File: src/rtl/pipe_stage_skid_if.sv
// Upstream/downstream valid-ready stream bundle for one elastic pipeline stage.
// The stage itself uses the slave modport; the producer/consumer side uses master.
interface pipe_stage_skid_if #(
  parameter int unsigned DW    = 32,
  parameter int unsigned NCH   = 6,
  parameter int unsigned REG_W = 5
);
  logic                in_valid;
  logic                in_ready;
  logic [NCH*DW-1:0]   in_data;
  logic [REG_W-1:0]    in_reg;
  logic                out_valid;
  logic                out_ready;
  logic [NCH*DW-1:0]   out_data;
  logic [REG_W-1:0]    out_reg;

  modport master (
    output in_valid, in_data, in_reg, out_ready,
    input  in_ready, out_valid, out_data, out_reg
  );

  modport slave (
    input  in_valid, in_data, in_reg, out_ready,
    output in_ready, out_valid, out_data, out_reg
  );
endinterface

File: src/rtl/pipe_stage_skid.sv
// Elastic inter-stage register: main entry drives outputs, one-entry skid buffer
// keeps in_ready purely registered. Adds flush, PC-preserving bubbles, stall counter.
module pipe_stage_skid #(
  parameter int unsigned    DW     = 32,
  parameter int unsigned    NCH    = 6,
  parameter int unsigned    REG_W  = 5,
  parameter int unsigned    PC_CH  = 0,
  parameter logic [DW-1:0]  RST_PC = 32'h0000_3000,
  parameter int unsigned    CNT_W  = 16
) (
  input  logic              clk,
  input  logic              reset,
  pipe_stage_skid_if.slave  bus,
  input  logic              flush,
  output logic [1:0]        occupancy,
  output logic [CNT_W-1:0]  stall_cnt,
  input  logic              stall_cnt_clr
);
  localparam int unsigned PW = NCH * DW;

  logic             mv;
  logic             sv;
  logic [PW-1:0]    m_data;
  logic [PW-1:0]    s_data;
  logic [REG_W-1:0] m_reg;
  logic [REG_W-1:0] s_reg;
  logic             accept;
  logic             stalled;

  // Keep only the PC channel of a payload; everything else reads as zero.
  function automatic logic [PW-1:0] pc_only(input logic [PW-1:0] d);
    logic [PW-1:0] r;
    r = '0;
    r[PC_CH*DW +: DW] = d[PC_CH*DW +: DW];
    return r;
  endfunction

  function automatic logic [PW-1:0] reset_data();
    logic [PW-1:0] r;
    r = '0;
    r[PC_CH*DW +: DW] = RST_PC;
    return r;
  endfunction

  assign accept        = bus.in_valid & ~sv;
  assign stalled       = mv & ~bus.out_ready;

  assign bus.in_ready  = ~sv;
  assign bus.out_valid = mv;
  assign bus.out_data  = m_data;
  assign bus.out_reg   = m_reg;
  assign occupancy     = 2'(mv) + 2'(sv);

  always_ff @(posedge clk or posedge reset) begin
    if (reset) begin
      mv     <= 1'b0;
      sv     <= 1'b0;
      m_data <= reset_data();
      s_data <= reset_data();
      m_reg  <= '0;
      s_reg  <= '0;
    end else if (flush) begin
      mv     <= 1'b0;
      sv     <= 1'b0;
      m_data <= pc_only(m_data);
      m_reg  <= '0;
    end else if (!mv || bus.out_ready) begin
      // sv implies in_ready=0, so a skid refill never coincides with an accept.
      if (sv) begin
        mv     <= 1'b1;
        m_data <= s_data;
        m_reg  <= s_reg;
        sv     <= 1'b0;
      end else if (accept) begin
        mv     <= 1'b1;
        m_data <= bus.in_data;
        m_reg  <= bus.in_reg;
      end else begin
        mv     <= 1'b0;
        m_data <= pc_only(m_data);
        m_reg  <= '0;
      end
    end else if (accept) begin
      sv     <= 1'b1;
      s_data <= bus.in_data;
      s_reg  <= bus.in_reg;
    end
  end

  always_ff @(posedge clk or posedge reset) begin
    if (reset) begin
      stall_cnt <= '0;
    end else if (stall_cnt_clr) begin
      stall_cnt <= '0;
    end else if (stalled && (stall_cnt != '1)) begin
      stall_cnt <= stall_cnt + 1'b1;
    end
  end
endmodule

File: src/flat_wrapper.sv
// flat-port wrapper written by rule: the top's interface ports become plain ports
module pipe_stage_skid_flat 
#(
  parameter int unsigned    DW     = 32,
  parameter int unsigned    NCH    = 6,
  parameter int unsigned    REG_W  = 5,
  parameter int unsigned    PC_CH  = 0,
  parameter logic [DW-1:0]  RST_PC = 32'h0000_3000,
  parameter int unsigned    CNT_W  = 16
)
  (clk, reset, flush, occupancy, stall_cnt, stall_cnt_clr, bus_in_valid, bus_in_data, bus_in_reg, bus_out_ready, bus_in_ready, bus_out_valid, bus_out_data, bus_out_reg);
  pipe_stage_skid_if #(.DW(DW), .NCH(NCH), .REG_W(REG_W)) bus_i ();
  input  logic clk;
  input  logic reset;
  input  logic flush;
  output logic [1:0] occupancy;
  output logic [CNT_W-1:0] stall_cnt;
  input  logic stall_cnt_clr;
  input wire logic [$bits(bus_i.in_valid)-1:0] bus_in_valid;
  input wire logic [$bits(bus_i.in_data)-1:0] bus_in_data;
  input wire logic [$bits(bus_i.in_reg)-1:0] bus_in_reg;
  input wire logic [$bits(bus_i.out_ready)-1:0] bus_out_ready;
  output wire logic [$bits(bus_i.in_ready)-1:0] bus_in_ready;
  output wire logic [$bits(bus_i.out_valid)-1:0] bus_out_valid;
  output wire logic [$bits(bus_i.out_data)-1:0] bus_out_data;
  output wire logic [$bits(bus_i.out_reg)-1:0] bus_out_reg;
  assign bus_i.in_valid = bus_in_valid;
  assign bus_i.in_data = bus_in_data;
  assign bus_i.in_reg = bus_in_reg;
  assign bus_i.out_ready = bus_out_ready;
  assign bus_in_ready = bus_i.in_ready;
  assign bus_out_valid = bus_i.out_valid;
  assign bus_out_data = bus_i.out_data;
  assign bus_out_reg = bus_i.out_reg;
  pipe_stage_skid #(.DW(DW), .NCH(NCH), .REG_W(REG_W), .PC_CH(PC_CH), .RST_PC(RST_PC), .CNT_W(CNT_W)) u_core (.clk(clk), .reset(reset), .bus(bus_i), .flush(flush), .occupancy(occupancy), .stall_cnt(stall_cnt), .stall_cnt_clr(stall_cnt_clr));
endmodule
File: config.mk
export PLATFORM = sky130hd
export DESIGN_NAME = pipe_stage_skid_flat
export DESIGN_NICKNAME = d
export VERILOG_FILES = /design/src/rtl/pipe_stage_skid_if.sv /design/src/rtl/pipe_stage_skid.sv /design/src/flat_wrapper.sv
export SDC_FILE = /design/constraint.sdc
export NUM_CORES = 1
export LEC_CHECK = 0
export CORE_ASPECT_RATIO = 1.25
export CORE_UTILIZATION = 54
export DETAILED_ROUTE_END_ITERATION = 6
export GPL_TIMING_DRIVEN = 0
export HOLD_SLACK_MARGIN = 0.1
export PLACE_DENSITY = 0.86
export SKIP_CTS_REPAIR_TIMING = 1
export SLEW_MARGIN = 20
export SYNTH_ARGS = -nofsm -noshare
export SYNTH_HDL_FRONTEND = slang
export SYNTH_SLANG_ARGS = --single-unit
export TNS_END_PERCENT = 30
File: constraint.sdc
create_clock -name clk -period 39 [get_ports clk]
set_input_delay 9.75 -clock clk [delete_from_list [all_inputs] [get_ports clk]]
set_output_delay 9.75 -clock clk [all_outputs]
set_load 0.02 [all_outputs]
==> results.yml <==
run_status:
  status: "complete, no violations"
power:
  p_sw_frac: 0.268
  powerDensity_nw_per_um2: 47.2
  vdd_drop_max_mv: 0.0371
  combinationalPowerShare: 0.184
  switchingPower_uw: 303
  p_int_uw: 827
  p_leak_uw: 0.0105
  p_seq_frac: 0.477
  pwr-share-clk: 0.338
global_route:
  groute.usage.overall: 0.326
  grt_pass1_vias: 15700
  grt_max_degree: 104
  grt_pass1_wl_um: 85100
  grt_overflow: 0
  antenna_found_initial: 12
sta:
  finalSetupViolCount: 0
  slew_headroom: 0.325
  finClkSkew_ps: 13.8
  drv_slew: 0
  fin_crit_sh: 0.343
  fmax_mhz: 74.8
  final.setup.worst_slack_ps: 25640
  rsz0062_at_grt: "no"
  tightest_slew_ps: 1010
  setup_tns_ps: 0
  final.min_clock_period_ps: 13360
  hold_violations: 0
setup_path:
  crit_top_cell: "clkbuf_1"
  cp_slowest_cell: "clkdlybuf4s50_1"
  path_buf_inv: 6
  startpoint: "u_core.sv"
  rr_startpoint: "u_core.bus.out_valid"
  crit_chain: "buf_2 > clkinv_1 > clkbuf_1 > clkbuf_1 > clkbuf_1 > clkdlybuf4s50_1"
  cp.required_ps: 29250
  end_kind: "output pin"
  cp_top_family: "buffers and inverters"
  startpoint_type: "flip-flop"
  worst-path-max-fanout: 10
  path_class: "flip-flop to output pin"
  worst-endpoint-arrival_ps: 3610
  cp_slowest_stage_delay_ps: 710
yosys:
  synthTopCellsByCount: "dfrtp_1 (408), mux2_2 (200), nor2_1 (171), nor3_1 (168)"
  ys_seq_elements: 412
  ys_seq_area_frac: 0.578
  yosysWarnings: 0
  syn_nets: 1785
  synth.top_cell.area_share: 0.572
  synth_cells: 1580
  yosysTopAreaCell: "dfrtp_1"
  yosysUniqueCellTypes: 35
  avgSynthCellArea_sq_um: 11.3
  netlist_top_cells_area: "dfrtp_1 (57%), mux2_2 (13%), a211oi_1 (5.9%), and3_1 (4.9%), nor3_1 (4.7%)"
  synth_ff_type: "dfrtp_1"
  synth_most_common_cell: "dfrtp_1"
  synth_area_sq_um: 17800
  async_flop_share: 1.00
  synth_edf_count: 0
cells_and_area:
  syn_to_final_growth_pct: 34.2
  final_util: 0.734
  fillerInstances: 2161
  multi_input_area_sq_um: 6900
  drive_gt1_frac: 0.144
  regArea_sq_um: 10300
  nets: 2248
  fin_cells: 2496
floorplan:
  num_rows: 74
  coreArea_sq_um: 32600
  die_w_um: 165
  ios: 420
  fp.dieH_um: 205
  start_util: 0.547
  die_area_sq_um: 33800
placement:
  io_buffers: 417
  place_inst: 2419
  dp_slack_ps: 26240
  hpwl_um: 39000
  place_congestion: 0.919
route:
  detail_route.iter0.violations: 1428
  via_per_inst: 6.13
  route.antenna.remaining_nets: 0
  firstDrtPassIters: 7
  num_vias: 15300
  wl_per_cell_um: 22.0
  drcViolationCount: 0
  drt-total-wl_um: 54800
clock_network:
  path_clk_slew_ps: 60
  h-tree-depth: 2
  cts_tree: "yes"
  clockRootBuffer: "clkbuf_16"
  clock_sinks: 412
  clockBufferDepth: 3
  cts_inserted_buffers: 40
  clkLatencyLatePin_ps: 540
job:
  maxCapViolCount: 0
min_path:
  hold_start: "u_core.s_data[89]"
  min_path_type: "flip-flop to flip-flop"
==> routing by layer <==
layer,routed length (um),track usage,part of all wire
met5,13,0,0.00024
met1,20100,0.382,0.37
met4,3390,0.199,0.062
met2,27100,0.533,0.49
met3,4160,0.0857,0.076
==> logic make-up (layout without fill, tap and decap cells) <==
| logic type | count (synthesis) | count (layout) | synth area share |
|---|---|---|---|
| simple gates | 522 | 522 | 0.148 |
| other cells | 0 | 11 | 0 |
| fa+ha+maj | 2 | 2 | 0.00140 |
| mux | 200 | 200 | 0.126 |
| buf+inv | 157 | 644 | 0.0350 |
| flops | 412 | 412 | 0.578 |
| compound gates | 287 | 287 | 0.111 |
==> final cells by class <==
| type | instances | area share |
|---|---|---|
| Antenna cell | 11 | 0.00115 |
| Buffer | 151 | 0.0251 |
| Clock buffer | 53 | 0.0459 |
| Clock inverter | 13 | 0.00674 |
| Inverter | 6 | 0.00125 |
| Multi-Input combinational cell | 1011 | 0.288 |
| Sequential cell | 412 | 0.431 |
| Tap cell | 418 | 0.0218 |
| Timing Repair Buffer | 421 | 0.179 |
==> power groups by stage <==
stage,Sequential [uW],Combinational [uW],Clock [uW]
after floorplan,556,99.7,0
after global placement,539,198,0
after detailed placement,544,207,0
after CTS,537,209,386
after global routing,545,224,403
final,539,208,382
==> per-stage QoR <==
stage / hold slack [ps] / area (sq um) / total power (uW)
floorplan: 480 / 17800 / 655
global placement: 487 / 22500 / 737
detailed placement: 494 / 22600 / 751
CTS: 507 / 23900 / 1130
global route: 512 / 23900 / 1170
finish: 506 / 23900 / 1130
==> final timing paths <==
kind	to	slack, ps	cells after the start
min	u_core.s_data[89]	510	1
max reg2reg	u_core.bus.out_reg[1]	36070	6
max	bus_in_ready	25640	6
min in group asynchronous	u_core.s_data[115]	9570	2
max in group asynchronous	u_core.bus.out_data[4]	28220	4
min reg2reg	u_core.s_data[89]	510	1
==> cells in the final DEF (no fill, tap or decap), drive strengths merged <==
master / instances
ha: 2
nor2: 171
inv: 6
or4: 6
buf: 32
nand4: 6
or3: 7
clkbuf: 176
nor3: 168
nor2b: 5
nand2: 5
nand3b: 1
bufinv: 3
dfrtp: 408
nand3: 7
o31ai: 7
o22ai: 64
o21ai: 4
clkinvlp: 1
nand2b: 1
and3: 139
a21oi: 45
dfstp: 4
clkinv: 9
diode: 11
o41ai: 1
nand4b: 1
a211oi: 139
mux2: 200
nor4: 5
o21a: 1
a221oi: 26
clkdlybuf4s50: 417
Note: power is estimated with default switching activity, not from simulation.
